[src/rtl/demux_dispatch_pkg.sv]
// ---------------------------------------------------------------------------
// demux_dispatch_pkg
//
// Purpose: shared constants and types for the 1-to-4 registered dispatch
//          stage (demux1_4_dispatch) and its per-channel buffer.
//
// Contents:
//   NUM_CH        number of output channels (4)
//   SEL_W         width of a channel index (2)
//   CH0..CH3      channel index constants
//   chan_state_t  per-channel buffer state {EMPTY, FULL}
// ---------------------------------------------------------------------------
package demux_dispatch_pkg;

    localparam int NUM_CH = 4;
    localparam int SEL_W  = 2;

    localparam logic [SEL_W-1:0] CH0 = 2'b00;
    localparam logic [SEL_W-1:0] CH1 = 2'b01;
    localparam logic [SEL_W-1:0] CH2 = 2'b10;
    localparam logic [SEL_W-1:0] CH3 = 2'b11;

    typedef enum logic {
        EMPTY = 1'b0,
        FULL  = 1'b1
    } chan_state_t;

endpackage

[src/rtl/demux1_4_dispatch_if.sv]
// ---------------------------------------------------------------------------
// demux1_4_dispatch_if
//
// Purpose: bundles the input valid/ready stream and the four output channels
//          of the dispatch stage.
//
// Signals:
//   in_valid   input word present
//   in_ready   stage can take the input word this cycle
//   in_sel     destination channel (00=ch0 .. 11=ch3)
//   in_data    input word
//   out_valid  bit i = channel i holds a word
//   out_ready  bit i = consumer i takes its word this cycle
//   out_data   channel i at [i*DATA_W +: DATA_W]
//   dlv_cnt    channel i delivered count at [i*CNT_W +: CNT_W]
//
// Modports:
//   slave   the dispatch stage itself
//   master  the producer/consumer side driving it
// ---------------------------------------------------------------------------
interface demux1_4_dispatch_if
    import demux_dispatch_pkg::*;
#(
    parameter int DATA_W = 8,
    parameter int CNT_W  = 8
);

    logic                       in_valid;
    logic                       in_ready;
    logic [SEL_W-1:0]           in_sel;
    logic [DATA_W-1:0]          in_data;
    logic [NUM_CH-1:0]          out_valid;
    logic [NUM_CH-1:0]          out_ready;
    logic [NUM_CH*DATA_W-1:0]   out_data;
    logic [NUM_CH*CNT_W-1:0]    dlv_cnt;

    modport slave (
        input  in_valid,
        input  in_sel,
        input  in_data,
        input  out_ready,
        output in_ready,
        output out_valid,
        output out_data,
        output dlv_cnt
    );

    modport master (
        output in_valid,
        output in_sel,
        output in_data,
        output out_ready,
        input  in_ready,
        input  out_valid,
        input  out_data,
        input  dlv_cnt
    );

endinterface

[src/rtl/demux_chan_buf.sv]
// ---------------------------------------------------------------------------
// demux_chan_buf
//
// Purpose: one-entry output register slice for a single dispatch channel.
//          Holds a word from load until the consumer takes it, and counts
//          the words it has delivered (wrapping modulo 2^CNT_W).
//
// Ports:
//   clk      clock, rising edge
//   rst_n    asynchronous active-low reset
//   load_i   accept a new word into this channel this cycle
//   data_i   word to load
//   ready_i  consumer takes the held word this cycle
//   valid_o  register holds a word
//   data_o   held word (keeps its last value after delivery)
//   cnt_o    delivered-word counter
// ---------------------------------------------------------------------------
module demux_chan_buf
    import demux_dispatch_pkg::*;
#(
    parameter int DATA_W = 8,
    parameter int CNT_W  = 8
) (
    input  logic              clk,
    input  logic              rst_n,
    input  logic              load_i,
    input  logic [DATA_W-1:0] data_i,
    input  logic              ready_i,
    output logic              valid_o,
    output logic [DATA_W-1:0] data_o,
    output logic [CNT_W-1:0]  cnt_o
);

    chan_state_t       state_q, state_d;
    logic [DATA_W-1:0] data_q,  data_d;
    logic [CNT_W-1:0]  cnt_q,   cnt_d;
    logic              deliver;

    // A delivery is any cycle where the held word meets a ready consumer.
    assign deliver = (state_q == FULL) && ready_i;

    // State, data and counter registers; reset discards the held word and
    // clears the delivery count.
    always_ff @(posedge clk or negedge rst_n) begin
        if (!rst_n) begin
            state_q <= EMPTY;
            data_q  <= '0;
            cnt_q   <= '0;
        end else begin
            state_q <= state_d;
            data_q  <= data_d;
            cnt_q   <= cnt_d;
        end
    end

    // Next-state logic. The top only raises load_i when this channel can
    // take a word (empty, or being drained this same cycle), so a load while
    // FULL is always a reload alongside a delivery.
    always_comb begin
        state_d = state_q;
        data_d  = data_q;
        cnt_d   = cnt_q;

        if (deliver) begin
            cnt_d = cnt_q + CNT_W'(1);
        end

        case (state_q)
            EMPTY: begin
                if (load_i) begin
                    state_d = FULL;
                    data_d  = data_i;
                end
            end
            FULL: begin
                if (load_i) begin
                    state_d = FULL;
                    data_d  = data_i;
                end else if (ready_i) begin
                    state_d = EMPTY;
                end
            end
            default: begin
                state_d = EMPTY;
            end
        endcase
    end

    assign valid_o = (state_q == FULL);
    assign data_o  = data_q;
    assign cnt_o   = cnt_q;

endmodule

[src/rtl/demux1_4_dispatch.sv]
// ---------------------------------------------------------------------------
// demux1_4_dispatch
//
// Purpose: registered 1-to-4 dispatch stage. Each accepted input word is
//          routed to one of four single-entry channel buffers and held there
//          until that channel's consumer takes it. A stalled channel only
//          blocks input words addressed to it.
//
// Ports:
//   clk    clock, rising edge
//   rst_n  asynchronous active-low reset
//   bus    demux1_4_dispatch_if.slave (input stream + four output channels)
//
// Configuration:
//   DEMUX_DISPATCH_RR_EN  when defined, in_sel is ignored and words are
//                         dealt to channels 0,1,2,3,0,... by an internal
//                         round-robin pointer that advances on each accept.
// ---------------------------------------------------------------------------
module demux1_4_dispatch
    import demux_dispatch_pkg::*;
#(
    parameter int DATA_W = 8,
    parameter int CNT_W  = 8
) (
    input  logic                  clk,
    input  logic                  rst_n,
    demux1_4_dispatch_if.slave    bus
);

    logic [SEL_W-1:0]         dest;
    logic                     accept;
    logic [NUM_CH-1:0]        chValid;
    logic [NUM_CH*DATA_W-1:0] chData;
    logic [NUM_CH*CNT_W-1:0]  chCnt;

`ifdef DEMUX_DISPATCH_RR_EN
    logic [SEL_W-1:0] rrPtr_q, rrPtr_d;
    logic             unusedSel;

    // The select input carries no meaning in round-robin mode.
    assign unusedSel = ^bus.in_sel;

    // Round-robin pointer: steps to the next channel only when a word is
    // actually taken, so a stalled target simply holds the pointer.
    always_comb begin
        rrPtr_d = rrPtr_q;
        if (accept) begin
            rrPtr_d = rrPtr_q + SEL_W'(1);
        end
    end

    always_ff @(posedge clk or negedge rst_n) begin
        if (!rst_n) begin
            rrPtr_q <= CH0;
        end else begin
            rrPtr_q <= rrPtr_d;
        end
    end

    assign dest = rrPtr_q;
`else
    assign dest = bus.in_sel;
`endif

    // in_ready looks only at the destination channel, and is forced low
    // while reset is held so nothing can be taken during reset.
    assign bus.in_ready = rst_n && (!chValid[dest] || bus.out_ready[dest]);
    assign accept       = bus.in_valid && bus.in_ready;

    for (genvar i = 0; i < NUM_CH; i++) begin : g_chan
        demux_chan_buf #(
            .DATA_W (DATA_W),
            .CNT_W  (CNT_W)
        ) u_buf (
            .clk     (clk),
            .rst_n   (rst_n),
            .load_i  (accept && (dest == SEL_W'(i))),
            .data_i  (bus.in_data),
            .ready_i (bus.out_ready[i]),
            .valid_o (chValid[i]),
            .data_o  (chData[i*DATA_W +: DATA_W]),
            .cnt_o   (chCnt[i*CNT_W +: CNT_W])
        );
    end

    assign bus.out_valid = chValid;
    assign bus.out_data  = chData;
    assign bus.dlv_cnt   = chCnt;

endmodule

[src/flat_wrapper.sv]
// flat-port wrapper written by rule: the top's interface ports become plain ports
module demux1_4_dispatch_flat import demux_dispatch_pkg::*;
#(
    parameter int DATA_W = 8,
    parameter int CNT_W  = 8
)
  (clk, rst_n, bus_in_valid, bus_in_sel, bus_in_data, bus_out_ready, bus_in_ready, bus_out_valid, bus_out_data, bus_dlv_cnt);
  demux1_4_dispatch_if #(.DATA_W(DATA_W), .CNT_W(CNT_W)) bus_i ();
  input  logic clk;
  input  logic rst_n;
  input wire logic [$bits(bus_i.in_valid)-1:0] bus_in_valid;
  input wire logic [$bits(bus_i.in_sel)-1:0] bus_in_sel;
  input wire logic [$bits(bus_i.in_data)-1:0] bus_in_data;
  input wire logic [$bits(bus_i.out_ready)-1:0] bus_out_ready;
  output wire logic [$bits(bus_i.in_ready)-1:0] bus_in_ready;
  output wire logic [$bits(bus_i.out_valid)-1:0] bus_out_valid;
  output wire logic [$bits(bus_i.out_data)-1:0] bus_out_data;
  output wire logic [$bits(bus_i.dlv_cnt)-1:0] bus_dlv_cnt;
  assign bus_i.in_valid = bus_in_valid;
  assign bus_i.in_sel = bus_in_sel;
  assign bus_i.in_data = bus_in_data;
  assign bus_i.out_ready = bus_out_ready;
  assign bus_in_ready = bus_i.in_ready;
  assign bus_out_valid = bus_i.out_valid;
  assign bus_out_data = bus_i.out_data;
  assign bus_dlv_cnt = bus_i.dlv_cnt;
  demux1_4_dispatch #(.DATA_W(DATA_W), .CNT_W(CNT_W)) u_core (.clk(clk), .rst_n(rst_n), .bus(bus_i));
endmodule
[config.mk]
export PLATFORM = sky130hd
export DESIGN_NAME = demux1_4_dispatch_flat
export DESIGN_NICKNAME = d
export VERILOG_FILES = /design/src/rtl/demux_dispatch_pkg.sv /design/src/rtl/demux1_4_dispatch_if.sv /design/src/rtl/demux_chan_buf.sv /design/src/rtl/demux1_4_dispatch.sv /design/src/flat_wrapper.sv
export SDC_FILE = /design/constraint.sdc
export NUM_CORES = 1
export LEC_CHECK = 0
export ABC_AREA = 1
export BUFFER_PORTS_ARGS = -buffer_cell sky130_fd_sc_hd__buf_2
export CORE_MARGIN = 2
export CORE_UTILIZATION = 48
export CTS_BUF_LIST = sky130_fd_sc_hd__clkbuf_8
export DETAILED_ROUTE_END_ITERATION = 7
export GPL_ROUTABILITY_DRIVEN = 1
export PLACE_DENSITY = 0.79
export SLEW_MARGIN = 20
export SYNTH_ARGS = -nofsm -noshare
export SYNTH_HDL_FRONTEND = slang
export SYNTH_SLANG_ARGS = --single-unit
[constraint.sdc]
create_clock -name clk -period 1.3 [get_ports clk]
set_input_delay 0.26 -clock clk [delete_from_list [all_inputs] [get_ports clk]]
set_output_delay 0.26 -clock clk [all_outputs]
set_load 0.005 [all_outputs]
==> reports/metrics.cfg <==
[sta]
rsz0062_at_grt=yes
tightest_slew_ns=0.304
drv_slew=0
period_minus_slack_ns=1.49
fin_crit_sh_pct=115
finClkSkew_ns=0.00954
setup_ws_ns=-0.193
setup_viol=40
max_freq_mhz=670
hold_viol=0
slew-limit-headroom_pct=79.7

[critical_path]
critPathSlowestCell=dfrtp_1
cpMostUsedCell=nand2_1
required_ns=1.04
crit_arrival_ns=1.23
path_max_fanout=2
max_stage_delay_ns=0.40
path_cells=nand2_1 -> nand2_1 -> nand2_1 -> nand2_2 -> a21boi_2 -> buf_2
critPathLaunch=u_core.g_chan[2].u_buf.valid_o
critPathLaunchType=flip-flop
worst-setup-path-type=reg2out
r2r-start=u_core.g_chan[2].u_buf.valid_o
cp-end-kind=primary output

[placed_design]
dpl_cell_area_mm2=0.00360
finalWeightedCongestion=0.823
portBuffers=85
dp_hpwl_um=4890
dp_slack_ns=-0.198

[logic_synthesis]
synth_ff_type=dfrtp_1
synth_async_sr_flop_share_pct=100
syn_area_mm2=0.00294
synth_most_common_cell=nand2_1
yosysTopAreaCell=dfrtp_1
syn_area_per_cell_um2=9.59
synthDistinctLibCells=22
ys_ff_latch=68
syn-num-nets=328
yosysTopAreaCellShare_pct=57.8
synth_top_family_by_area=simple AND/OR/NAND/NOR gates
synth_area_leaders=dfrtp_1 (58%), nand2_1 (17%), xor2_1 (4.5%)
ys_top_cells_by_count=nand2_1 (131), dfrtp_1 (68), inv_1 (22), xor2_1 (15), xnor2_1 (13)
synthMuxAreaShare_pct=0.765
synth_compound_area_share_pct=0.935
synth_xor_area_share_pct=8.33
seq_area_frac_synth_pct=57.8
yosys.area_share.simple_pct=25.8
yosys_warnings=0
netlist_instances=307
synth_fa_ha_area_share_pct=1.70
synth_edf_count=0

[route]
dr.pass1.iters=4
routedWlPerCell_um=13.7
dr_wl_met3_um=597
via_count=2463
wl_met2_um=3340
remaining_drc_errors=0
vias_per_cell=4.85
drt_wl_total_um=6970
top_layer=met4
ant_nets=0
drt_iter0_drc=88
wl_met1_um=2920

[pwr]
cellLeakagePower_nw=2.29
ir_worst_vdd_mv=0.785
pwr_density_cell_mw_per_mm2=1590

[finish]
drive_gt1_share_pct=38.1
areaGrowthSynthToFinish_pct=36.0
design_area_mm2=0.00400
diodes=0
final_nets=450

[cts]
cts_buffers=9
cts_root_buf=clkbuf_8
cts_buffer_depth=2
clock_latency_ns=0.35
cts.sinks=68
clkTransAtPathRegs_ns=0.07
htree_levels=3
cts_tree=built

[global_route]
grt_pass1_wl_um=11000
grt_max_degree=59
antenna_found_initial=0
grt_pass1_vias=2398
grt-ovfl-total=0
grtUsageTotal_pct=22.1

[run]
max_cap_viol_count=0

[status]
outcome=finished with violations
violations=setup timing

[floorplan]
start_util_pct=49.7
chipHeight_um=82.3
die_area_mm2=0.00677
die_w_um=82.3
core.rowCount=28
core_area_mm2=0.00592
ios=86

[min_path]
hold_path_class=in2async

## state kept, by name (all words and copies together), names as in the netlist
register / flops
u_core.g_chan.u_buf.cnt_o: 32
u_core.g_chan.u_buf.data_o: 32
u_core.g_chan.u_buf.valid_o: 4
## kinds of logic after synthesis
group / count (synthesis)
muxes: 2
adders and majority gates: 4
AOI/OAI and AO/OA: 5
DFF: 68
buffers and inverters: 30
and+or+nand+nor: 170
xor gates and xnor gates: 28
## placed cells by master (no fill, tap or decap), types with 7 or more instances in the layout
cell / instances
buf_2: 83
dfrtp_1: 68
xor2_1: 15
xnor2_1: 12
buf_6: 8
buf_4: 25
nand2_1: 126
inv_1: 23
nand3_1: 7
nor2_4: 7
clkbuf_8: 10
## repair_timing
action                                  4_1_cts  5_1_grt
cloned                                        0        0
endpoints found under the setup margin       39       52
endpoints found under the hold margin        10        0
hold buffers                                  1        0
resized for setup                             6       31
setup buffers                                 3        8
pin swaps                                    20       12
## layout make-up
cell class                 instances  area [µm²]
clock buffer                      10         138
clock inverter                     5        46.3
fill                             481        1920
inverter                          23        86.3
multi-input combinational        209        1210
sequential                        68        1700
tap                               75        93.8
timing repair buffer             118         723
## stage by stage
stage / setup TNS (ns) / instances / hold WS [ns] / util (%) / power [mW]
after global routing: -10.80 / 508 / 0.0335 / 67.6 / 6.77
after global placement: -3.58 / 483 / 0.309 / 60.8 / 4.44
after floorplan: 0 / 307 / -0.0356 / - / 3.69
final: -4.43 / 508 / 0.00472 / 67.6 / 6.35
after detailed placement: -6.27 / 483 / 0.317 / 60.8 / 4.55
after CTS: -3.70 / 502 / 0.0110 / 64.8 / 6.24
## report_power, final
| group | switching [mW] | internal (mW) | total (mW) | leakage, nW |
|---|---|---|---|---|
| Clock | 0.767 | 0.904 | 1.67 | 0.106 |
| Combinational | 0.831 | 0.824 | 1.66 | 1.32 |
| Sequential | 0.409 | 2.62 | 3.03 | 0.862 |
## path summary, 6_finish.rpt
kind	to	slack (ns)	cells after the start
hold reg to reg	u_core.g_chan[0].u_buf.cnt_o[7]	0.46	1
max in group asynchronous	u_core.g_chan[1].u_buf.data_o[0]	0.66	3
hold / removal	u_core.g_chan[2].u_buf.data_o[1]	0.005	2
min in group clk	u_core.g_chan[2].u_buf.valid_o	0.15	2
setup reg to reg	u_core.g_chan[0].u_buf.data_o[0]	-0.14	10
setup / recovery	bus_in_ready	-0.19	6
## worst max-delay path: cells and delay by family (launching register included)
kind | cells | cell delay (ns)
AND/OR/NAND/NOR | 4 | 0.24
flip-flops | 1 | 0.40
buffers and inverters | 1 | 0.13
AO/OA/AOI/OAI | 1 | 0.11
## routing by layer
metal  vias up  global-route usage [%]
met3        11                    6.09
met5         -                       0
met1      1174                    27.7
li1       1192                       -
met4         0                    11.2
met2        86                    35.2
Power figures use the tool's default switching activity.
